File: src/rtl/instr_fetch_unit.sv
// Instruction fetch stage for the multi-cycle MIPS core.
// Holds the PC, fetches one word per instruction over a ready/valid
// handshake, keeps it in the instruction register until the execute stage
// reports completion, then selects the next PC (jr > jump > taken branch > pc+4).
module instr_fetch_unit #(
  parameter logic [31:0] RESET_PC = 32'h0000_0000
) (
  input  logic        clk,
  input  logic        rst_n,
  output logic        imem_req,
  output logic [31:0] imem_addr,
  input  logic        imem_ready,
  input  logic [31:0] imem_rdata,
  input  logic        imem_err,
  output logic [31:0] instr,
  output logic        instr_valid,
  output logic [31:0] pc,
  output logic [31:0] pc_plus4,
  input  logic        exec_done,
  input  logic        jump,
  input  logic        branch,
  input  logic        alu_zero,
  input  logic        jr,
  input  logic [31:0] jr_target,
  input  logic        stall,
  output logic        halted
);

  typedef enum logic [1:0] {
    FETCH = 2'd0,
    ISSUE = 2'd1,
    HALT  = 2'd2
  } state_t;

  state_t      state;
  state_t      state_nxt;
  logic        load_instr;
  logic        load_pc;
  logic [31:0] next_pc;
  logic [31:0] branch_offset;

  // The fetch address is the PC itself; the link/sequential value wraps mod 2^32.
  assign imem_addr     = pc;
  assign pc_plus4      = pc + 32'd4;
  assign branch_offset = {{14{instr[15]}}, instr[15:0], 2'b00};

  // State register.
  always_ff @(posedge clk) begin
    // NOTE: state elements use non-blocking assignment so every flop samples
    // pre-edge values regardless of the order blocks are evaluated in.
    if (!rst_n) state <= FETCH;
    else        state <= state_nxt;
  end

  // Next-state and state-decoded outputs; nothing here depends on imem_ready
  // except the transition and the load strobes.
  always_comb begin
    // NOTE: every output gets a default first so no path leaves it unassigned,
    // which would otherwise infer a latch.
    state_nxt   = state;
    imem_req    = 1'b0;
    load_instr  = 1'b0;
    load_pc     = 1'b0;
    instr_valid = 1'b0;
    halted      = 1'b0;
    case (state)
      FETCH: begin
        imem_req = !stall;
        if (!stall && imem_ready) begin
          if (imem_err) begin
            state_nxt = HALT;
          end else begin
            load_instr = 1'b1;
            state_nxt  = ISSUE;
          end
        end
      end
      ISSUE: begin
        instr_valid = 1'b1;
        if (exec_done && !stall) begin
          load_pc   = 1'b1;
          state_nxt = FETCH;
        end
      end
      HALT: begin
        halted = 1'b1;
      end
      default: begin
        state_nxt = FETCH;
      end
    endcase
  end

  // Next-PC selection, only consumed when load_pc is asserted.
  always_comb begin
    next_pc = pc_plus4;
    if (jr)                    next_pc = jr_target & ~32'd3;
    else if (jump)             next_pc = {pc_plus4[31:28], instr[25:0], 2'b00};
    else if (branch && alu_zero) next_pc = pc_plus4 + branch_offset;
  end

  // PC and instruction register; reset clears any in-flight response.
  always_ff @(posedge clk) begin
    if (!rst_n) begin
      pc    <= RESET_PC;
      instr <= 32'h0000_0000;
    end else begin
      if (load_pc)    pc    <= next_pc;
      if (load_instr) instr <= imem_rdata;
    end
  end

endmodule

File: config.mk
export PLATFORM = sky130hd
export DESIGN_NAME = instr_fetch_unit
export DESIGN_NICKNAME = d
export VERILOG_FILES = /design/src/rtl/instr_fetch_unit.sv
export SDC_FILE = /design/constraint.sdc
export NUM_CORES = 1
export LEC_CHECK = 0
export BUFFER_PORTS_ARGS = -buffer_cell sky130_fd_sc_hd__buf_2
export CORE_AREA = 2 2 110 112
export CTS_CLUSTER_SIZE = 8
export DETAILED_ROUTE_END_ITERATION = 8
export DIE_AREA = 0 0 112 114
export GPL_TIMING_DRIVEN = 0
export PLACE_DENSITY_LB_ADDON = 0.05
export SLEW_MARGIN = 10
export SYNTH_ARGS = -nofsm -noshare
export SYNTH_HDL_FRONTEND = slang
export SYNTH_SLANG_ARGS = --single-unit
export TNS_END_PERCENT = 50
File: constraint.sdc
create_clock -name clk -period 4.9 [get_ports clk]
set_input_delay 0.49 -clock clk [delete_from_list [all_inputs] [get_ports clk]]
set_output_delay 0.49 -clock clk [all_outputs]
set_load 0.005 [all_outputs]
==> results.ini, run 1 <==
[run_status]
status = finished clean

[clock_network]
clk_latency_ns = 0.34
cts_sinks = 64
cts_root_buffer = clkbuf_16
cts_buffer_depth = 2
cts_tree = done
cts_buffers = 9
clk_pin_slew_ns = 0.06
cts_resized = 0
post-cts-setup-buffers = 0
ctsHoldBuffers = 0
htreeDepth = 3

[layout]
area_growth_pct = 26.0
multiInputGateArea_mm2 = 0.00398
stdcell_area_mm2 = 0.00723
register_area_mm2 = 0.00128
drive_above_1_share = 0.255
nets = 1115
fill_cells = 1175
antenna_cells = 0

[yosys]
yosysSeqAreaShare = 0.223
yosysMostFrequentCell = nand2_1
synth_common_cells = nand2_1 (154), dfxtp_1 (64), a21oi_1 (55), clkbuf_1 (43)
synth_area_per_cell_um2 = 7.22
synthAdderAreaFrac = 0.0819
synthSimpleGateAreaFrac = 0.245
synth_xor_area_frac = 0.0717
ys_types = 62
yosysWarnings = 0
synth_mux_area_frac = 0.0109
synth_top_area_cell = dfxtp_1
synth_top_cell_area_share = 0.223
syn_area_mm2 = 0.00574
synth_edf_count = 0
synth_top_family_by_area = compound AO/OA/AOI/OAI gates
netlist_instances = 795
synth_compound_area_frac = 0.280
ys_seq_elements = 64
synth-main-ff-cell = dfxtp_1
async_flop_share = 0
synthTopCellsByArea = dfxtp_1 (22%), nand2_1 (10%), ha_1 (7.8%)

[die]
dieArea_mm2 = 0.0128
fp.dieH_um = 114
io_pins = 205
fp-row-count = 40
start_util = 0.490
die_w_um = 112
fp.coreArea_mm2 = 0.0117

[power]
switching_share = 0.266
pwr-share-comb = 0.145
ir_drop_mv = 0.260
pwr_density_cell_mw_per_mm2 = 205
power.clock.fraction = 0.484
intPower_mw = 1.09
power_frac_seq = 0.372
p_leak_nw = 3.61
switchingPower_mw = 0.395
power_mw = 1.48

[global_routing]
grt_pass1_wl_mm = 32.9
grt_start_max_net_pins = 27
grt_pass1_vias = 6085
grt_usage = 0.332
grt-ovfl-total = 0
antenna_found_initial = 0

[critical_path]
setup.worst_path.end_class = register
cp_max_fo = 8
critPathKind = reg -> reg
arrival_ns = 4.76
r2r-end = imem_addr[28]$_SDFFE_PN0P_
rr_worst_depth = 14
timing.rr.start = imem_addr[4]$_SDFFE_PN0P_
timing.critical_path.from = imem_addr[4]$_SDFFE_PN0P_
startpoint_type = register
r2r_slack_ns = 0.40
crit_end = imem_addr[28]$_SDFFE_PN0P_
worstPathRequired_ns = 5.16

[routing]
drtPass1Iterations = 5
ant_nets = 0
post_drt_wl_per_cell_um = 18.9
via_per_inst = 5.85
drc = 0
routed_wl_mm = 21.9
drtIter0Drc = 631
vias = 6756

[sta]
fin_skew_ns = 0.00604
hold_violations = 0
tightestPinTransition_ns = 1.08
max_slew_margin = 0.281
fin_crit_sh = 0.918
setup-tns-final_ns = 0
fmax_ghz = 0.222
final_max_slew_viol_count = 0
setup_viol = 0
period_needed_ns = 4.50
rsz0062_at_grt = false

[placement]
gp_congestion = 0.983
placed_cell_area_mm2 = 0.00691
portBuffers = 193
dp_hpwl_mm = 16.7

[flow_run]
maxCapViolCount = 0

[worst_hold_path]
hp-class = in -> reg

## through the flow
stage	std cells	setup slack, ns	util	hold WS (ns)
3_3_place_gp	1140	0.519	0.590	0.451
5_1_grt	1155	0.161	0.618	0.404
2_1_floorplan	800	1.32	-	0.437
6_report	1155	0.402	0.618	0.394
3_5_place_dp	1140	0.492	0.590	0.455
4_1_cts	1155	0.462	0.618	0.394
## layout make-up
type	count	area share
buffer	84	0.0628
clock buffer	12	0.0355
clock inverter	3	0.00900
inverter	11	0.00571
multi-input combinational	641	0.551
sequential	64	0.177
tap	147	0.0254
timing repair buffer	193	0.134
## power by group through the flow
| stage | logic (mW) | registers [mW] | clock network, mW |
|---|---|---|---|
| after detailed placement | 0.209 | 0.563 | 0 |
| after global routing | 0.234 | 0.554 | 0.739 |
| after floorplan | 0.117 | 0.558 | 0 |
| final | 0.215 | 0.552 | 0.718 |
| after global placement | 0.208 | 0.563 | 0 |
| after CTS | 0.210 | 0.552 | 0.722 |
## worst min path at each step
stage                                 startpoint                endpoint  cells past startpoint
final                             imem_rdata[27]  instr[27]$_SDFFE_PN0P_                      3
after global routing              imem_rdata[19]  instr[19]$_SDFFE_PN0P_                      3
after CTS                          imem_rdata[4]   instr[4]$_SDFFE_PN0P_                      3
after detailed placement  instr[27]$_SDFFE_PN0P_  instr[27]$_SDFFE_PN0P_                      2
after global placement    instr[27]$_SDFFE_PN0P_  instr[27]$_SDFFE_PN0P_                      2
after floorplan            state[0]$_SDFFE_PN0P_   state[1]$_SDFFE_PN0P_                      1
## logic make-up after synthesis
family          after synthesis
other cells                   1
flops                        64
compound gates              239
fa+ha+maj                    37
xor+xnor                     47
mux                           6
simple gates                306
buf+inv                      95
## per-layer routing
| layer | track usage | vias to the layer above | wire length [um] |
|---|---|---|---|
| met5 | 0 | - | 0 |
| met1 | 0.432 | 3094 | 8910 |
| met4 | 0.118 | 0 | 709 |
| met2 | 0.549 | 374 | 10100 |
| li1 | - | 3238 | - |
| met3 | 0.0691 | 50 | 2130 |
## critical path, cell delays in order, from the launching register on
cell and delay (ns):
dfxtp_1 0.50, nand3_1 0.19, or3_1 0.48, nor2_1 0.26
and3_1 0.21, xor2_1 0.29, ha_1 0.17, clkbuf_1 0.31
nand4_1 0.20, or4_1 0.49, o21ai_0 0.33, o22ai_1 0.25
nor3_1 0.21, mux2_2 0.38, a22oi_1 0.15
## cells in the final DEF, fill, tap and decap left out, types with 5 or more instances in the layout
master | Yosys | routed
xor2_1 | 23 | 23
nor2b_1 | 8 | 8
ha_1 | 36 | 36
a31oi_1 | 9 | 9
o211a_1 | 5 | 5
inv_1 | 11 | 11
o311ai_0 | 5 | 5
o21ai_0 | 42 | 42
o21bai_1 | 7 | 7
clkbuf_1 | 43 | 44
buf_4 | 36 | 36
and4_1 | 7 | 7
buf_2 | 2 | 195
a21o_1 | 19 | 19
clkbuf_16 | 0 | 9
a311oi_1 | 5 | 5
nand4_1 | 13 | 13
a21oi_1 | 55 | 55
o211ai_1 | 15 | 15
nor2_1 | 42 | 42
conb_1 | 1 | 6
o22ai_1 | 5 | 5
xnor2_1 | 24 | 24
nand2_1 | 154 | 154
and3_1 | 9 | 9
nand3_1 | 29 | 29
dfxtp_1 | 64 | 64
nor3_1 | 14 | 14
a21boi_0 | 37 | 37
o21a_1 | 6 | 6
a211oi_1 | 5 | 5
## registers in the layout, indices dropped and copies added (netlist names)
name / cells
state: 2
imem_addr: 30
instr: 32
(Power assumes the default switching activity.)
==> run 2, diff against run 1 <==
--- a/config.mk
+++ b/config.mk
@@ -11,6 +11,7 @@
 export DETAILED_ROUTE_END_ITERATION = 8
 export DIE_AREA = 0 0 112 114
 export GPL_TIMING_DRIVEN = 0
+export MAX_ROUTING_LAYER = met4
 export PLACE_DENSITY_LB_ADDON = 0.05
 export SLEW_MARGIN = 10
 export SYNTH_ARGS = -nofsm -noshare
==> results.ini, run 2 (synthesis gave the netlist of run 1 again) <==
[critical_path]
worstPathRequired_ns = 5.19  ; +0.03 ns
timing.critical_path.from = imem_addr[4]$_SDFFE_PN0P_
critPathKind = reg -> reg
rr_worst_depth = 14  ; unchanged
cp_max_fo = 8  ; unchanged
timing.rr.start = imem_addr[4]$_SDFFE_PN0P_
arrival_ns = 4.87  ; +0.11 ns
setup.worst_path.end_class = register
startpoint_type = register
r2r_slack_ns = 0.32  ; -0.08 ns

[layout]
antenna_cells = 0  ; unchanged
mostFrequentLayoutCell = buf_2
area_growth_pct = 26.1
stdcell_area_mm2 = 0.00724  ; +0.12%
largest_register_ffs = 32  ; unchanged
layout_common_cells = buf_2 (195), nand2_1 (154), dfxtp_1 (64), a21oi_1 (55), clkbuf_1 (43)
nets = 1115  ; unchanged
drive_above_1_share = 0.257  ; +0.00173
top_register = instr

[sta]
setup-tns-final_ns = 0  ; unchanged
tightestPinTransition_ns = 1.09  ; +0.0173 ns
fin_skew_ns = 0.0124  ; +0.00638 ns
final_max_slew_viol_count = 0  ; unchanged
period_needed_ns = 4.58  ; +0.0801 ns
setup_viol = 0  ; unchanged
rsz0062_at_grt = false
fmax_ghz = 0.218  ; -1.7%
hold_violations = 0  ; unchanged
max_slew_margin = 0.270  ; -0.0115
fin_crit_sh = 0.934  ; +0.0163
setup_ws_ns = 0.322  ; -0.0801 ns

[global_routing]
grt_start_max_net_pins = 27  ; unchanged
grt_pass1_vias = 6190  ; +1.7%
antenna_found_initial = 0  ; unchanged
grt-ovfl-total = 0  ; unchanged
grt_pass1_wl_mm = 33.1  ; +0.65%
grt_usage = 0.344  ; +0.0119

[flow_run]
maxCapViolCount = 0  ; unchanged

[clock_network]
cts_root_buffer = clkbuf_16
cts_buffers = 9  ; unchanged
cts_tree = done
post-cts-setup-buffers = 0  ; unchanged
htreeDepth = 3  ; unchanged
ctsHoldBuffers = 0  ; unchanged
cts_buffer_depth = 2  ; unchanged
cts_sinks = 64  ; unchanged
clk_pin_slew_ns = 0.07  ; about the same
cts_resized = 0  ; unchanged
clk_latency_ns = 0.35  ; about the same

[routing]
wl_met1_mm = 9.18  ; +3.0%
drtPass1Iterations = 6  ; +1
wl_met2_mm = 9.86  ; -2.7%
drtIter0Drc = 558  ; -12%
via_per_inst = 5.83  ; -0.38%
ant_nets = 0  ; unchanged
routed_wl_mm = 21.9  ; +0.13%
top_layer_used = met4
vias = 6736  ; -0.30%
drc = 0  ; unchanged
wl_met3_mm = 1.92  ; -9.8%
post_drt_wl_per_cell_um = 19.0  ; about the same

[worst_hold_path]
hp-class = in -> reg
holdPathStages = 3  ; unchanged
hold_path.startpoint = imem_rdata[30]

[die]
io_pins = 205  ; unchanged
start_util = 0.490  ; unchanged
fp-row-count = 40  ; unchanged
fp.coreArea_mm2 = 0.0117  ; unchanged
die_w_um = 112  ; unchanged
fp.dieH_um = 114  ; unchanged
dieArea_mm2 = 0.0128  ; unchanged

[power]
power_mw = 1.50  ; +0.73%
ir_drop_mv = 0.193  ; -26%
p_leak_nw = 3.61  ; -0.20%
pwr_density_cell_mw_per_mm2 = 207  ; +0.61%

[placement]
pre_cts_slack_ns = 0.444  ; -0.0487 ns
gp_congestion = 0.986  ; +0.37%
dp_hpwl_mm = 16.7  ; about the same
portBuffers = 193  ; unchanged
placed_cell_area_mm2 = 0.00691  ; unchanged

[run_status]
status = finished clean

run 2: per-stage QoR:
| step | hold WS [ns] | utilization | cells |
|---|---|---|---|
| floorplan | 0.437 | - | 800 |
| global placement | 0.453 | 0.590 | 1140 |
| detailed placement | 0.454 | 0.590 | 1140 |
| CTS | 0.390 | 0.618 | 1156 |
| global route | 0.400 | 0.618 | 1156 |
| finish | 0.387 | 0.618 | 1156 |
run 2: final cells by class:
| class | count | area, um2 |
|---|---|---|
| Fill cell | 1182 | 4470 |
| Multi-Input combinational cell | 641 | 3980 |
| Clock buffer | 10 | 239 |
| Timing Repair Buffer | 193 | 966 |
| Buffer | 84 | 454 |
| Inverter | 11 | 41.3 |
| Tap cell | 147 | 184 |
| Clock inverter | 6 | 91.3 |
| Sequential cell | 64 | 1280 |
run 2: critical path, cell delays in order, from the launching register on:
cell and delay (ns):
dfxtp_1 0.48, nand3_1 0.19, or3_1 0.49, nor3_2 0.50, and4_1 0.28, xor2_1 0.44, ha_1 0.26, nand2_1 0.08
o21ai_0 0.37, o21bai_1 0.20, o31ai_1 0.15, o31ai_4 0.39, a221oi_2 0.14, or4_1 0.48, o21ai_1 0.08
run 2: worst paths after layout:
path | endpoint
worst max-delay path | imem_addr[31]$_SDFFE_PN0P_
worst max register to register | imem_addr[31]$_SDFFE_PN0P_
worst min register to register | instr[29]$_SDFFE_PN0P_
worst min-delay path | instr[30]$_SDFFE_PN0P_
run 2: report_power, final:
group | switching, mW | total (mW) | internal, mW
registers | 0.0190 | 0.552 | 0.533
clock network | 0.268 | 0.729 | 0.461
logic | 0.128 | 0.214 | 0.0864
run 2: metal layers:
metal | global-route usage | up-vias
met2 | 0.531 | 386
met1 | 0.441 | 3042
met4 | 0.168 | 0
li1 | - | 3236
met3 | 0.0553 | 72
met5 | - | -
==> run 3, diff against run 2 <==
--- a/config.mk
+++ b/config.mk
@@ -5,13 +5,13 @@
 export SDC_FILE = /design/constraint.sdc
 export NUM_CORES = 1
 export LEC_CHECK = 0
+export ABC_AREA = 1
 export BUFFER_PORTS_ARGS = -buffer_cell sky130_fd_sc_hd__buf_2
-export CORE_AREA = 2 2 110 112
+export CORE_AREA = 2 2 113 115
 export CTS_CLUSTER_SIZE = 8
 export DETAILED_ROUTE_END_ITERATION = 8
-export DIE_AREA = 0 0 112 114
+export DIE_AREA = 0 0 115 117
 export GPL_TIMING_DRIVEN = 0
-export MAX_ROUTING_LAYER = met4
 export PLACE_DENSITY_LB_ADDON = 0.05
 export SLEW_MARGIN = 10
 export SYNTH_ARGS = -nofsm -noshare
==> results.ini, run 3 <==
[run_status]
status = finished clean

[yosys]
synthTopCellsByArea = dfxtp_1 (20%), nand2_1 (18%), nor2_1 (9.4%)
synth_common_cells = nand2_1 (307), nor2_1 (160), inv_1 (122), a21oi_1 (83), nand3_1 (67)
netlist_instances = 1096  ; +38%
ys_types = 44  ; -29%
synth_edf_count = 0  ; unchanged
synth_top_cell_area_share = 0.201  ; -0.0223
ys_seq_elements = 64  ; unchanged
yosysMostFrequentCell = nand2_1
yosysWarnings = 0  ; unchanged
synth-main-ff-cell = dfxtp_1
synth_area_per_cell_um2 = 5.82  ; -19%
yosysSeqAreaShare = 0.201  ; -0.0223
synth_top_area_cell = dfxtp_1
async_flop_share = 0  ; unchanged
syn_area_mm2 = 0.00638  ; +11%

[die]
dieArea_mm2 = 0.0135  ; +5.4%
fp.coreArea_mm2 = 0.0123  ; +5.1%
fp.dieH_um = 117  ; +2.6%
die_w_um = 115  ; +2.7%
io_pins = 205  ; unchanged
start_util = 0.518  ; +0.0279
fp-row-count = 41  ; +2.5%

[power]
pwr-share-comb = 0.161  ; +0.018
power_frac_seq = 0.370  ; about the same
pwr_density_cell_mw_per_mm2 = 194  ; -6.1%
switchingPower_mw = 0.442  ; +6.6%
power.clock.fraction = 0.469  ; -0.019
switching_share = 0.289  ; +0.0118
power_mw = 1.53  ; +2.3%
intPower_mw = 1.09  ; +0.59%
p_leak_nw = 4.34  ; +20%
ir_drop_mv = 0.262  ; +36%

[global_routing]
grt_pass1_vias = 6908  ; +12%
grt_usage = 0.351  ; +0.00760
antenna_found_initial = 1  ; +1
grt_pass1_wl_mm = 35.7  ; +7.9%
grt_start_max_net_pins = 24  ; -11%
grt-ovfl-total = 0  ; unchanged

[placement]
portBuffers = 195  ; +1.0%
gp_congestion = 0.956  ; -3.1%
dp_hpwl_mm = 19.5  ; +17%

[routing]
drtPass1Iterations = 5  ; -1
routed_wl_mm = 23.7  ; +8.3%
drtIter0Drc = 693  ; +24%
via_per_inst = 5.31  ; -8.8%
post_drt_wl_per_cell_um = 16.2  ; -14%
top_layer_used = met4
wl_met2_mm = 10.7  ; +8.4%
vias = 7766  ; +15%
wl_met3_mm = 2.13  ; +11%
ant_nets = 0  ; unchanged
drc = 0  ; unchanged
wl_met1_mm = 9.93  ; +8.2%

[sta]
period_needed_ns = 3.93  ; -0.653 ns
final_max_slew_viol_count = 0  ; unchanged
tightestPinTransition_ns = 1.02  ; -0.0775 ns
rsz0062_at_grt = false
setup_viol = 0  ; unchanged
fmax_ghz = 0.255  ; +17%
fin_crit_sh = 0.801  ; -0.133
hold_violations = 0  ; unchanged
fin_skew_ns = 0.0119  ; -0.000556 ns
setup-tns-final_ns = 0  ; unchanged
max_slew_margin = 0.321  ; +0.0518

[clock_network]
post-cts-setup-buffers = 0  ; unchanged
cts_tree = done
cts_buffer_depth = 2  ; unchanged
cts_resized = 0  ; unchanged
cts_root_buffer = clkbuf_16
ctsHoldBuffers = 0  ; unchanged
clk_latency_ns = 0.35  ; about the same
cts_sinks = 64  ; unchanged
clk_pin_slew_ns = 0.06  ; about the same
htreeDepth = 3  ; unchanged
cts_buffers = 9  ; unchanged

[critical_path]
worstPathRequired_ns = 5.11  ; -0.08 ns
cp_slowest_cell = dfxtp_1
cp_max_fo = 7  ; -1
crit_top_cell = nand2_1
timing.critical_path.from = imem_addr[2]$_SDFFE_PN0P_
crit_end = imem_addr[24]$_SDFFE_PN0P_
arrival_ns = 4.14  ; -0.73 ns
r2r-end = imem_addr[24]$_SDFFE_PN0P_
timing.rr.start = imem_addr[2]$_SDFFE_PN0P_
critPathMaxStageDelay_ns = 0.53  ; +0.03 ns
rr_worst_depth = 20  ; +6
setup.worst_path.end_class = register
startpoint_type = register
cp_cell_sequence = ha_1 -> nand2_1 -> nor2_4 -> nand2_2 -> nor3_4 -> nand3_1 -> xor2_1 -> inv_1 -> ha_1 -> nand2_1 -> nor2_1 -> inv_1 -> nor3_1 -> nand3_1 -> nand4_1 -> nand3_1 -> nand2_1 -> nand2_1 -> nand2_1 -> a21oi_1
critPathKind = reg -> reg
r2r_slack_ns = 0.97  ; +0.65 ns

[layout]
antenna_cells = 0  ; unchanged
area_growth_pct = 23.6
layout_common_cells = nand2_1 (307), buf_2 (200), nor2_1 (160), inv_1 (122), a21oi_1 (83)
mostFrequentLayoutCell = nand2_1
largest_register_ffs = 32  ; unchanged
top_register = instr
drive_above_1_share = 0.226  ; -0.0311
nets = 1418  ; +27%

[flow_run]
maxCapViolCount = 0  ; unchanged

[worst_hold_path]
hold_path.startpoint = imem_rdata[19]
hp-class = in -> reg

==> run 3: changes by cell type in the layout (fill, tap and decap cells not counted), moves of 20 or more <==
cell,previous run,this run
inv_1,11,122
xnor2_1,24,4
a21oi_1,55,83
clkbuf_1,43,23
a21boi_0,37,0
nand3_1,29,67
nor2_1,42,160
nand2_1,154,307
==> run 3: worst min-delay path by stage <==
stage                                   endpoint  depth (start not counted)  slack [ns]
final                     instr[19]$_SDFFE_PN0P_                          3        0.39
after global routing      instr[30]$_SDFFE_PN0P_                          3        0.42
after CTS                  instr[0]$_SDFFE_PN0P_                          3        0.39
after detailed placement  instr[28]$_SDFFE_PN0P_                          2        0.47
after global placement    instr[27]$_SDFFE_PN0P_                          2        0.46
after floorplan           instr[22]$_SDFFE_PN0P_                          2        0.46
==> run 3: layer usage <==
layer / vias to the layer above / track usage
met5: - / 0
met4: 0 / 0.161
met3: 61 / 0.0803
met2: 373 / 0.584
met1: 3444 / 0.435
li1: 3888 / -
==> run 3: logic make-up (layout without fill, tap and decap cells) <==
kind of cell / Yosys count / after routing / share of synthesized area
flip-flops: 64 / 64 / 0.201
buffers and inverters: 202 / 413 / 0.142
adder cells (fa/ha/maj): 37 / 37 / 0.0737
AO/OA/AOI/OAI: 176 / 176 / 0.151
XOR/XNOR: 24 / 24 / 0.0353
AND/OR/NAND/NOR: 592 / 592 / 0.397
other: 1 / 6 / 0.000588
==> run 3: stage by stage <==
stage / utilization / instance area [um2] / hold slack, ns / std cells / setup WS, ns
detailed placement: 0.614 / 7560 / 0.474 / 1446 / 1.08
global placement: 0.614 / 7560 / 0.463 / 1446 / 1.08
global route: 0.641 / 7890 / 0.416 / 1462 / 0.610
floorplan: - / 6400 / 0.459 / 1101 / 2.02
CTS: 0.641 / 7890 / 0.391 / 1462 / 1.06
finish: 0.641 / 7890 / 0.393 / 1462 / 0.975
==> run 3: cell type report <==
type                       instances  area [um2]
buffer                            65         389
tap                              150         188
inverter                         137         514
multi-input combinational        835        4210
clock buffer                       9         225
clock inverter                     7         100
fill                            1271        4420
timing repair buffer             195         976
sequential                        64        1280
==> run 3: power by group through the flow <==
stage	clock, mW	combinational [mW]	sequential [mW]
global route	0.735	0.276	0.567
floorplan	0	0.141	0.568
global placement	0	0.239	0.575
finish	0.718	0.246	0.565
CTS	0.721	0.243	0.564
detailed placement	0	0.242	0.575
==> run 3: critical path: cells and delay by family (launching register included) <==
kind,cells,cell delay [ns]
flops,1,0.53
compound gates,1,0.05
buf+inv,2,0.20
simple gates,14,2.04
xor+xnor,1,0.25
fa+ha+maj,2,0.72
